File: config.mk
export PLATFORM = sky130hd
export DESIGN_NAME = conv_res_collector
export DESIGN_NICKNAME = d
export VERILOG_FILES = /design/src/rtl/conv_res_collector_pkg.sv /design/src/rtl/conv_res_collector_ram.sv /design/src/rtl/conv_res_collector.sv
export SDC_FILE = /design/constraint.sdc
export NUM_CORES = 2
export LEC_CHECK = 0
export CAP_MARGIN = 5
export CORE_ASPECT_RATIO = 1.4
export CORE_UTILIZATION = 36
export CTS_CLUSTER_DIAMETER = 60
export DETAILED_ROUTE_END_ITERATION = 10
export GPL_ROUTABILITY_DRIVEN = 1
export HOLD_SLACK_MARGIN = 0.06
export REMOVE_ABC_BUFFERS = 1
export SYNTH_ARGS = -nofsm -noshare
export SYNTH_HDL_FRONTEND = slang
export SYNTH_SLANG_ARGS = --single-unit
File: constraint.sdc
create_clock -name clk -period 7.46 [get_ports clk]
set_input_delay 2.238 -clock clk [delete_from_list [all_inputs] [get_ports clk]]
set_output_delay 2.238 -clock clk [all_outputs]
set_load 0.05 [all_outputs]
File: src/rtl/conv_res_collector_pkg.sv
// Shared definitions for the convolution result collector: frame geometry
// defaults, the collector state encoding and a width helper.
package conv_res_collector_pkg;

    localparam int ROWS_DEFAULT  = 8;
    localparam int COLS_DEFAULT  = 10;
    localparam int DW_DEFAULT    = 16;
    localparam int FRAME_DEFAULT = ROWS_DEFAULT * COLS_DEFAULT;

    typedef enum logic [1:0] {
        ST_IDLE    = 2'd0,
        ST_CAPTURE = 2'd1,
        ST_FULL    = 2'd2,
        ST_DUMP    = 2'd3
    } collectorState_t;

    // Bits needed to index n items, never less than one bit.
    function automatic int widthOf(input int n);
        return (n <= 1) ? 1 : $clog2(n);
    endfunction

endpackage

File: src/rtl/conv_res_collector_ram.sv
// Frame buffer for the result collector: simple dual-port memory with a
// synchronous write port and a registered read port. The read register only
// updates when i_rdEn is high, so it can hold one element while the output
// stage is stalled.
module conv_res_collector_ram
    import conv_res_collector_pkg::*;
#(
    parameter  int DEPTH = FRAME_DEFAULT,
    parameter  int DW    = DW_DEFAULT,
    localparam int AW    = widthOf(DEPTH)
) (
    input  logic          i_clk,
    input  logic          i_wrEn,
    input  logic [AW-1:0] i_wrAddr,
    input  logic [DW-1:0] i_wrData,
    input  logic          i_rdEn,
    input  logic [AW-1:0] i_rdAddr,
    output logic [DW-1:0] o_rdData
);

    logic [DW-1:0] r_mem [DEPTH];
    logic [DW-1:0] r_rdData;

    // Store one captured sample per write strobe.
    always_ff @(posedge i_clk) begin
        if (i_wrEn) begin
            r_mem[i_wrAddr] <= i_wrData;
        end
    end

    // Registered read; holds its value while no read is requested.
    always_ff @(posedge i_clk) begin
        if (i_rdEn) begin
            r_rdData <= r_mem[i_rdAddr];
        end
    end

    assign o_rdData = r_rdData;

endmodule

File: src/rtl/conv_res_collector.sv
// Convolution result collector. Captures one row-major frame from the
// bonus_conv result stream into a buffer and replays it with row/column tags
// through a valid/ready port.
// Optional feature: define CONV_RES_CLIP_EN to saturate every captured sample
// to the signed 8-bit range before storing it (for the 7-seg/LED display path).
// Replay pipeline: RAM read register (stage 1) feeding a one-entry output
// register (stage 2); reads are only issued when stage 1 is empty or is being
// drained, which gives one element per cycle with no bubbles.
module conv_res_collector
    import conv_res_collector_pkg::*;
#(
    parameter int ROWS = ROWS_DEFAULT,
    parameter int COLS = COLS_DEFAULT,
    parameter int DW   = DW_DEFAULT
) (
    input  logic                            clk,
    input  logic                            rst_n,
    input  logic                            clr,
    input  logic [DW-1:0]                   in_data,
    input  logic                            in_valid,
    input  logic                            in_done,
    input  logic                            start_dump,
    output logic [DW-1:0]                   out_data,
    output logic [widthOf(ROWS)-1:0]        out_row,
    output logic [widthOf(COLS)-1:0]        out_col,
    output logic                            out_valid,
    input  logic                            out_ready,
    output logic                            out_last,
    output logic                            frame_rdy,
    output logic [widthOf(ROWS*COLS+1)-1:0] count,
    output logic                            short_frame,
    output logic                            overflow
);

    localparam int DEPTH = ROWS * COLS;
    localparam int AW    = widthOf(DEPTH);
    localparam int NW    = widthOf(DEPTH + 1);
    localparam int RW    = widthOf(ROWS);
    localparam int CLW   = widthOf(COLS);

    localparam logic [NW-1:0]  DEPTH_N  = NW'(DEPTH);
    localparam logic [CLW-1:0] COL_LAST = CLW'(COLS - 1);

    collectorState_t r_state;
    collectorState_t w_stateNext;

    logic [NW-1:0]  r_count;
    logic [NW-1:0]  w_countInc;
    logic           r_shortFrame;
    logic           r_overflow;
    logic           w_setShort;
    logic           w_setOverflow;
    logic           w_wrEn;
    logic [DW-1:0]  w_wrData;

    logic           w_rdEn;
    logic [NW-1:0]  r_rdIdx;
    logic [RW-1:0]  r_rdRow;
    logic [CLW-1:0] r_rdCol;
    logic [NW-1:0]  w_rdIdxCur;
    logic [RW-1:0]  w_rdRowCur;
    logic [CLW-1:0] w_rdColCur;
    logic [NW-1:0]  w_rdIdxNext;
    logic [RW-1:0]  w_rdRowNext;
    logic [CLW-1:0] w_rdColNext;
    logic [DW-1:0]  w_rdData;

    logic           r_qValid;
    logic           r_qLast;
    logic [RW-1:0]  r_qRow;
    logic [CLW-1:0] r_qCol;

    logic           r_outValid;
    logic           r_outLast;
    logic [DW-1:0]  r_outData;
    logic [RW-1:0]  r_outRow;
    logic [CLW-1:0] r_outCol;

    logic           w_accept;
    logic           w_load;

`ifdef CONV_RES_CLIP_EN
    localparam logic signed [DW-1:0] CLIP_MAX = DW'(127);
    localparam logic signed [DW-1:0] CLIP_MIN = DW'(-128);

    function automatic logic [DW-1:0] clipSample(input logic [DW-1:0] v);
        if ($signed(v) > CLIP_MAX) begin
            return CLIP_MAX;
        end
        if ($signed(v) < CLIP_MIN) begin
            return CLIP_MIN;
        end
        return v;
    endfunction

    assign w_wrData = clipSample(in_data);
`else
    assign w_wrData = in_data;
`endif

    assign w_countInc = r_count + NW'(1);
    assign w_accept   = r_outValid && out_ready;
    assign w_load     = r_qValid && (!r_outValid || out_ready);

    // Read position in effect this cycle; outside DUMP a replay always starts at element 0.
    always_comb begin
        w_rdIdxCur = '0;
        w_rdRowCur = '0;
        w_rdColCur = '0;
        if (r_state == ST_DUMP) begin
            w_rdIdxCur = r_rdIdx;
            w_rdRowCur = r_rdRow;
            w_rdColCur = r_rdCol;
        end
    end

    // Step the read index and its row/column tags; the column wraps and bumps the row.
    always_comb begin
        w_rdIdxNext = w_rdIdxCur + NW'(1);
        w_rdRowNext = w_rdRowCur;
        w_rdColNext = w_rdColCur + CLW'(1);
        if (w_rdColCur == COL_LAST) begin
            w_rdColNext = '0;
            w_rdRowNext = w_rdRowCur + RW'(1);
        end
    end

    // Next state, buffer write/read strobes and sticky flag set requests; clr overrides all.
    always_comb begin
        w_stateNext   = r_state;
        w_wrEn        = 1'b0;
        w_rdEn        = 1'b0;
        w_setShort    = 1'b0;
        w_setOverflow = 1'b0;
        case (r_state)
            ST_IDLE, ST_CAPTURE: begin
                if (in_valid) begin
                    w_wrEn = 1'b1;
                    if (w_countInc == DEPTH_N) begin
                        w_stateNext = ST_FULL;
                    end else if (in_done) begin
                        w_stateNext = ST_FULL;
                        w_setShort  = 1'b1;
                    end else begin
                        w_stateNext = ST_CAPTURE;
                    end
                end else if (in_done && (r_state == ST_CAPTURE)) begin
                    w_stateNext = ST_FULL;
                    w_setShort  = 1'b1;
                end
            end
            ST_FULL: begin
                w_setOverflow = in_valid;
                if (start_dump) begin
                    w_stateNext = ST_DUMP;
                    w_rdEn      = 1'b1;
                end
            end
            ST_DUMP: begin
                w_setOverflow = in_valid;
                w_rdEn        = (r_rdIdx < r_count) && (!r_qValid || w_load);
                if (w_accept && r_outLast) begin
                    w_stateNext = ST_FULL;
                end
            end
            default: begin
                w_stateNext = ST_IDLE;
            end
        endcase
        if (clr) begin
            w_stateNext   = ST_IDLE;
            w_wrEn        = 1'b0;
            w_rdEn        = 1'b0;
            w_setShort    = 1'b0;
            w_setOverflow = 1'b0;
        end
    end

    // State register.
    always_ff @(posedge clk or negedge rst_n) begin
        if (!rst_n) begin
            r_state <= ST_IDLE;
        end else begin
            r_state <= w_stateNext;
        end
    end

    // Capture count, which is also the buffer write address.
    always_ff @(posedge clk or negedge rst_n) begin
        if (!rst_n) begin
            r_count <= '0;
        end else if (clr) begin
            r_count <= '0;
        end else if (w_wrEn) begin
            r_count <= w_countInc;
        end
    end

    // Sticky short-frame and overflow flags, cleared only by reset or clr.
    always_ff @(posedge clk or negedge rst_n) begin
        if (!rst_n) begin
            r_shortFrame <= 1'b0;
            r_overflow   <= 1'b0;
        end else if (clr) begin
            r_shortFrame <= 1'b0;
            r_overflow   <= 1'b0;
        end else begin
            if (w_setShort) begin
                r_shortFrame <= 1'b1;
            end
            if (w_setOverflow) begin
                r_overflow <= 1'b1;
            end
        end
    end

    // Read index and row/column counters; parked at zero whenever no replay is running.
    always_ff @(posedge clk or negedge rst_n) begin
        if (!rst_n) begin
            r_rdIdx <= '0;
            r_rdRow <= '0;
            r_rdCol <= '0;
        end else if (clr) begin
            r_rdIdx <= '0;
            r_rdRow <= '0;
            r_rdCol <= '0;
        end else if (w_rdEn) begin
            r_rdIdx <= w_rdIdxNext;
            r_rdRow <= w_rdRowNext;
            r_rdCol <= w_rdColNext;
        end else if (r_state != ST_DUMP) begin
            r_rdIdx <= '0;
            r_rdRow <= '0;
            r_rdCol <= '0;
        end
    end

    // Tags travelling alongside the RAM read register (stage 1).
    always_ff @(posedge clk or negedge rst_n) begin
        if (!rst_n) begin
            r_qValid <= 1'b0;
            r_qLast  <= 1'b0;
            r_qRow   <= '0;
            r_qCol   <= '0;
        end else if (clr) begin
            r_qValid <= 1'b0;
            r_qLast  <= 1'b0;
            r_qRow   <= '0;
            r_qCol   <= '0;
        end else if (w_rdEn) begin
            r_qValid <= 1'b1;
            r_qLast  <= (w_rdIdxCur == (r_count - NW'(1)));
            r_qRow   <= w_rdRowCur;
            r_qCol   <= w_rdColCur;
        end else if (w_load) begin
            r_qValid <= 1'b0;
        end
    end

    // Output register (stage 2): loads when empty or accepted, otherwise holds stable.
    always_ff @(posedge clk or negedge rst_n) begin
        if (!rst_n) begin
            r_outValid <= 1'b0;
            r_outLast  <= 1'b0;
            r_outData  <= '0;
            r_outRow   <= '0;
            r_outCol   <= '0;
        end else if (clr) begin
            r_outValid <= 1'b0;
            r_outLast  <= 1'b0;
            r_outData  <= '0;
            r_outRow   <= '0;
            r_outCol   <= '0;
        end else if (w_load) begin
            r_outValid <= 1'b1;
            r_outLast  <= r_qLast;
            r_outData  <= w_rdData;
            r_outRow   <= r_qRow;
            r_outCol   <= r_qCol;
        end else if (w_accept) begin
            r_outValid <= 1'b0;
        end
    end

    conv_res_collector_ram #(
        .DEPTH (DEPTH),
        .DW    (DW)
    ) u_ram (
        .i_clk    (clk),
        .i_wrEn   (w_wrEn),
        .i_wrAddr (r_count[AW-1:0]),
        .i_wrData (w_wrData),
        .i_rdEn   (w_rdEn),
        .i_rdAddr (w_rdIdxCur[AW-1:0]),
        .o_rdData (w_rdData)
    );

    assign out_data    = r_outData;
    assign out_row     = r_outRow;
    assign out_col     = r_outCol;
    assign out_valid   = r_outValid;
    assign out_last    = r_outLast;
    assign frame_rdy   = (r_state == ST_FULL);
    assign count       = r_count;
    assign short_frame = r_shortFrame;
    assign overflow    = r_overflow;

endmodule

==> flow_summary.toml <==
[run_status]
status = "finished, final reports clean"

[final_layout]
final_cells = 5385
final.fill_count = 13182
fin_nets = 3388
seq_area_um2 = 40400
areaGrowthSynthToFinish_pct = 13.0
multiInputGateArea_um2 = 11700
postLayoutCoreUtil = 0.410
drive_gt1_frac = 0.108

[setup_path]
arrival_ns = 5.53
startpoint_type = "flip-flop"
cp.required_ns = 7.89
r2r_slack_ns = 2.35
rr_startpoint = "r_state[1]"
crit_slowest_cell = "o41ai_1"
path_cells = "and2_1 -> nand2_4 -> inv_4 -> o211ai_1 -> nand2_1 -> nor2_1 -> o41ai_1 -> o311ai_1"
critical_path_peak_fanout = 79
crit_path_end_kind = "flip-flop"
critical_path_class = "flip-flop to flip-flop"
slowest_delay_ns = 1.23
startpoint = "r_state[1]"
r2r-end = "u_ram.o_rdData[7]"
ff2ff_path_depth = 8

[synthesis]
yosys.area.top_type = "edfxtp_1"
yosys_most_used_dff = "edfxtp_1"
avgSynthCellArea_um2 = 16.3
seq_area_frac_synth = 0.760
ys_async_sr_fraction = 0.0435
yosysTopAreaCellShare = 0.732
synthCells = 3268
synth_edf_count = 1296
ys_top_cells_by_count = "edfxtp_1, mux2i_1, a21oi_1"
syn_area_um2 = 53200
ys_ff_latch = 1355
synth_area_leaders = "edfxtp_1, mux2i_1, dfrtp_1"
yosysWarnings = 0
synth_cell_types = 63
yosysMostFrequentCell = "edfxtp_1"

[timing]
hold_viol = 0
setup_viol = 0
post-route-min-period_ns = 5.11
clock_skew_ns = 0.0234
maxSlewViolCount = 0
fin_crit_sh = 0.684
fmax_mhz = 196
tightest_slew_ns = 1.39
slew_headroom = 0.0626
rsz0062_at_grt = "no"
hold_ws_ns = 0.507

[worst_hold_path]
hold_end = "out_col[2]"
hp-start = "r_qCol[2]"
hold_depth = 1
hold_path_class = "flip-flop to flip-flop"

[placed_design]
dp_hpwl_mm = 93.2
gp_congestion = 0.896
portBuffers = 57
dp_cells = 5165

[global_routing]
grt_start_max_net_pins = 109
grt_overflow = 0
grt_usage = 0.200
grt_pass1_vias = 30207
grt_antenna_before_repair = 3
grt_pass1_wl_mm = 216

[floorplan]
top_level_ports = 58
rows = 166
die_w_um = 327
dieArea_um2 = 149000
start_util = 0.363
design.core.area_um2 = 146000
die_y_um = 457

[pwr]
power_density_nw_per_um2 = 253
ir_drop_v = 0.000206
p_leak_nw = 18.1

[clock_tree]
clk_pin_slew_worst_paths_ns = 0.07
htree_levels = 3
clkSinkCount = 1355
cts_tree = "built"
clock-root-buffer = "clkbuf_16"
cts_resized = 0
hold_buffers = 0
cts_buffers = 116
postCtsSetupRepairBufs = 0
clk_latency_ns = 0.74
cts_buffer_depth = 3

[routing]
drtIter0Drc = 3084
avgViaCountPerCell = 5.68
post-route-drc-count = 0
routed_wl_mm = 152
dr.pass1.iters = 6
detail-route-antenna-nets = 0
vias = 30583
wl_per_cell_um = 28.3

[run]
max-cap-violations = 0
-- metrics by stage --
step / setup TNS, ns / setup slack, ns / total power, mW / cell area [µm²]
after floorplan: -430.59 / -13.80 / 8.94 / 52100
after global placement: 0 / 2.07 / 9.11 / 56200
after detailed placement: 0 / 2.12 / 9.11 / 56200
after CTS: 0 / 2.46 / 15.3 / 60100
after global routing: 0 / 2.19 / 15.6 / 60100
final: 0 / 2.35 / 15.2 / 60100
-- layer usage --
layer,wire length [µm],vias up,share of wire,track usage
met4,8430,0,0.055,0.110
met5,0,-,0,0
met3,9460,307,0.062,0.0257
met2,76300,1313,0.50,0.341
li1,-,13291,-,-
met1,58300,15672,0.38,0.245
-- sequential cells by signal, summed over array words and instances, names as in the netlist, 2 cells and up --
name            flops
count               7
out_data           16
r_qRow              3
r_rdIdx             7
u_ram.r_mem      1280
r_rdCol             4
u_ram.o_rdData     16
out_row             3
out_col             4
r_state             2
r_rdRow             3
r_qCol              4
-- worst max-delay path by stage --
| stage | to |
|---|---|
| 6_report | u_ram.o_rdData[7] |
| 5_1_grt | u_ram.o_rdData[7] |
| 4_1_cts | u_ram.o_rdData[11] |
| 3_5_place_dp | u_ram.r_mem[61][15] |
| 3_3_place_gp | u_ram.r_mem[33][15] |
| 2_1_floorplan | u_ram.o_rdData[0] |
-- cell families after synthesis --
logic type | Yosys count | share of synthesized area
DFF | 1355 | 0.760
AOI/OAI and AO/OA | 854 | 0.110
and+or+nand+nor | 423 | 0.0350
muxes | 356 | 0.0677
buffers and inverters | 248 | 0.0213
xor gates and xnor gates | 20 | 0.00355
adders and majority gates | 12 | 0.00282
-- cells in the final DEF, fill, tap and decap left out, drive strengths merged, types with 15 or more instances in the layout --
cell type / count
a211oi: 16
a21oi: 251
a221o: 17
a221oi: 46
a22o: 24
a41o: 31
buf: 160
bufinv: 17
clkbuf: 148
clkdlybuf4s50: 39
clkinv: 45
dfrtp: 59
edfxtp: 1296
inv: 19
mux2: 19
mux2i: 336
nand2: 98
nand3: 47
nor2: 191
nor3: 36
o211ai: 97
o21ai: 167
o221ai: 159
o311ai: 15
o41ai: 15
or3: 20
xnor2: 18
-- cell type report --
type	count	share of cell area
Sequential cell	1355	0.672
Multi-Input combinational cell	1665	0.195
Clock buffer	148	0.0515
Tap cell	1932	0.0402
Timing Repair Buffer	199	0.0269
Clock inverter	69	0.0132
Inverter	16	0.00110
Antenna cell	1	0.0000416
-- critical path, delay by kind of cell (launching register included) --
family / cells / cell delay (ns)
DFF: 1 / 0.74
and+or+nand+nor: 4 / 1.49
buffers and inverters: 1 / 0.82
AOI/OAI and AO/OA: 3 / 1.70
-- power by group --
part           total (mW)  switching (mW)  internal (mW)  leakage, nW
clock                6.24            2.72           3.52         1.90
combinational       0.562           0.411          0.151         3.78
sequential           8.39          0.0351           8.35         12.5
(Power assumes the default switching activity.)
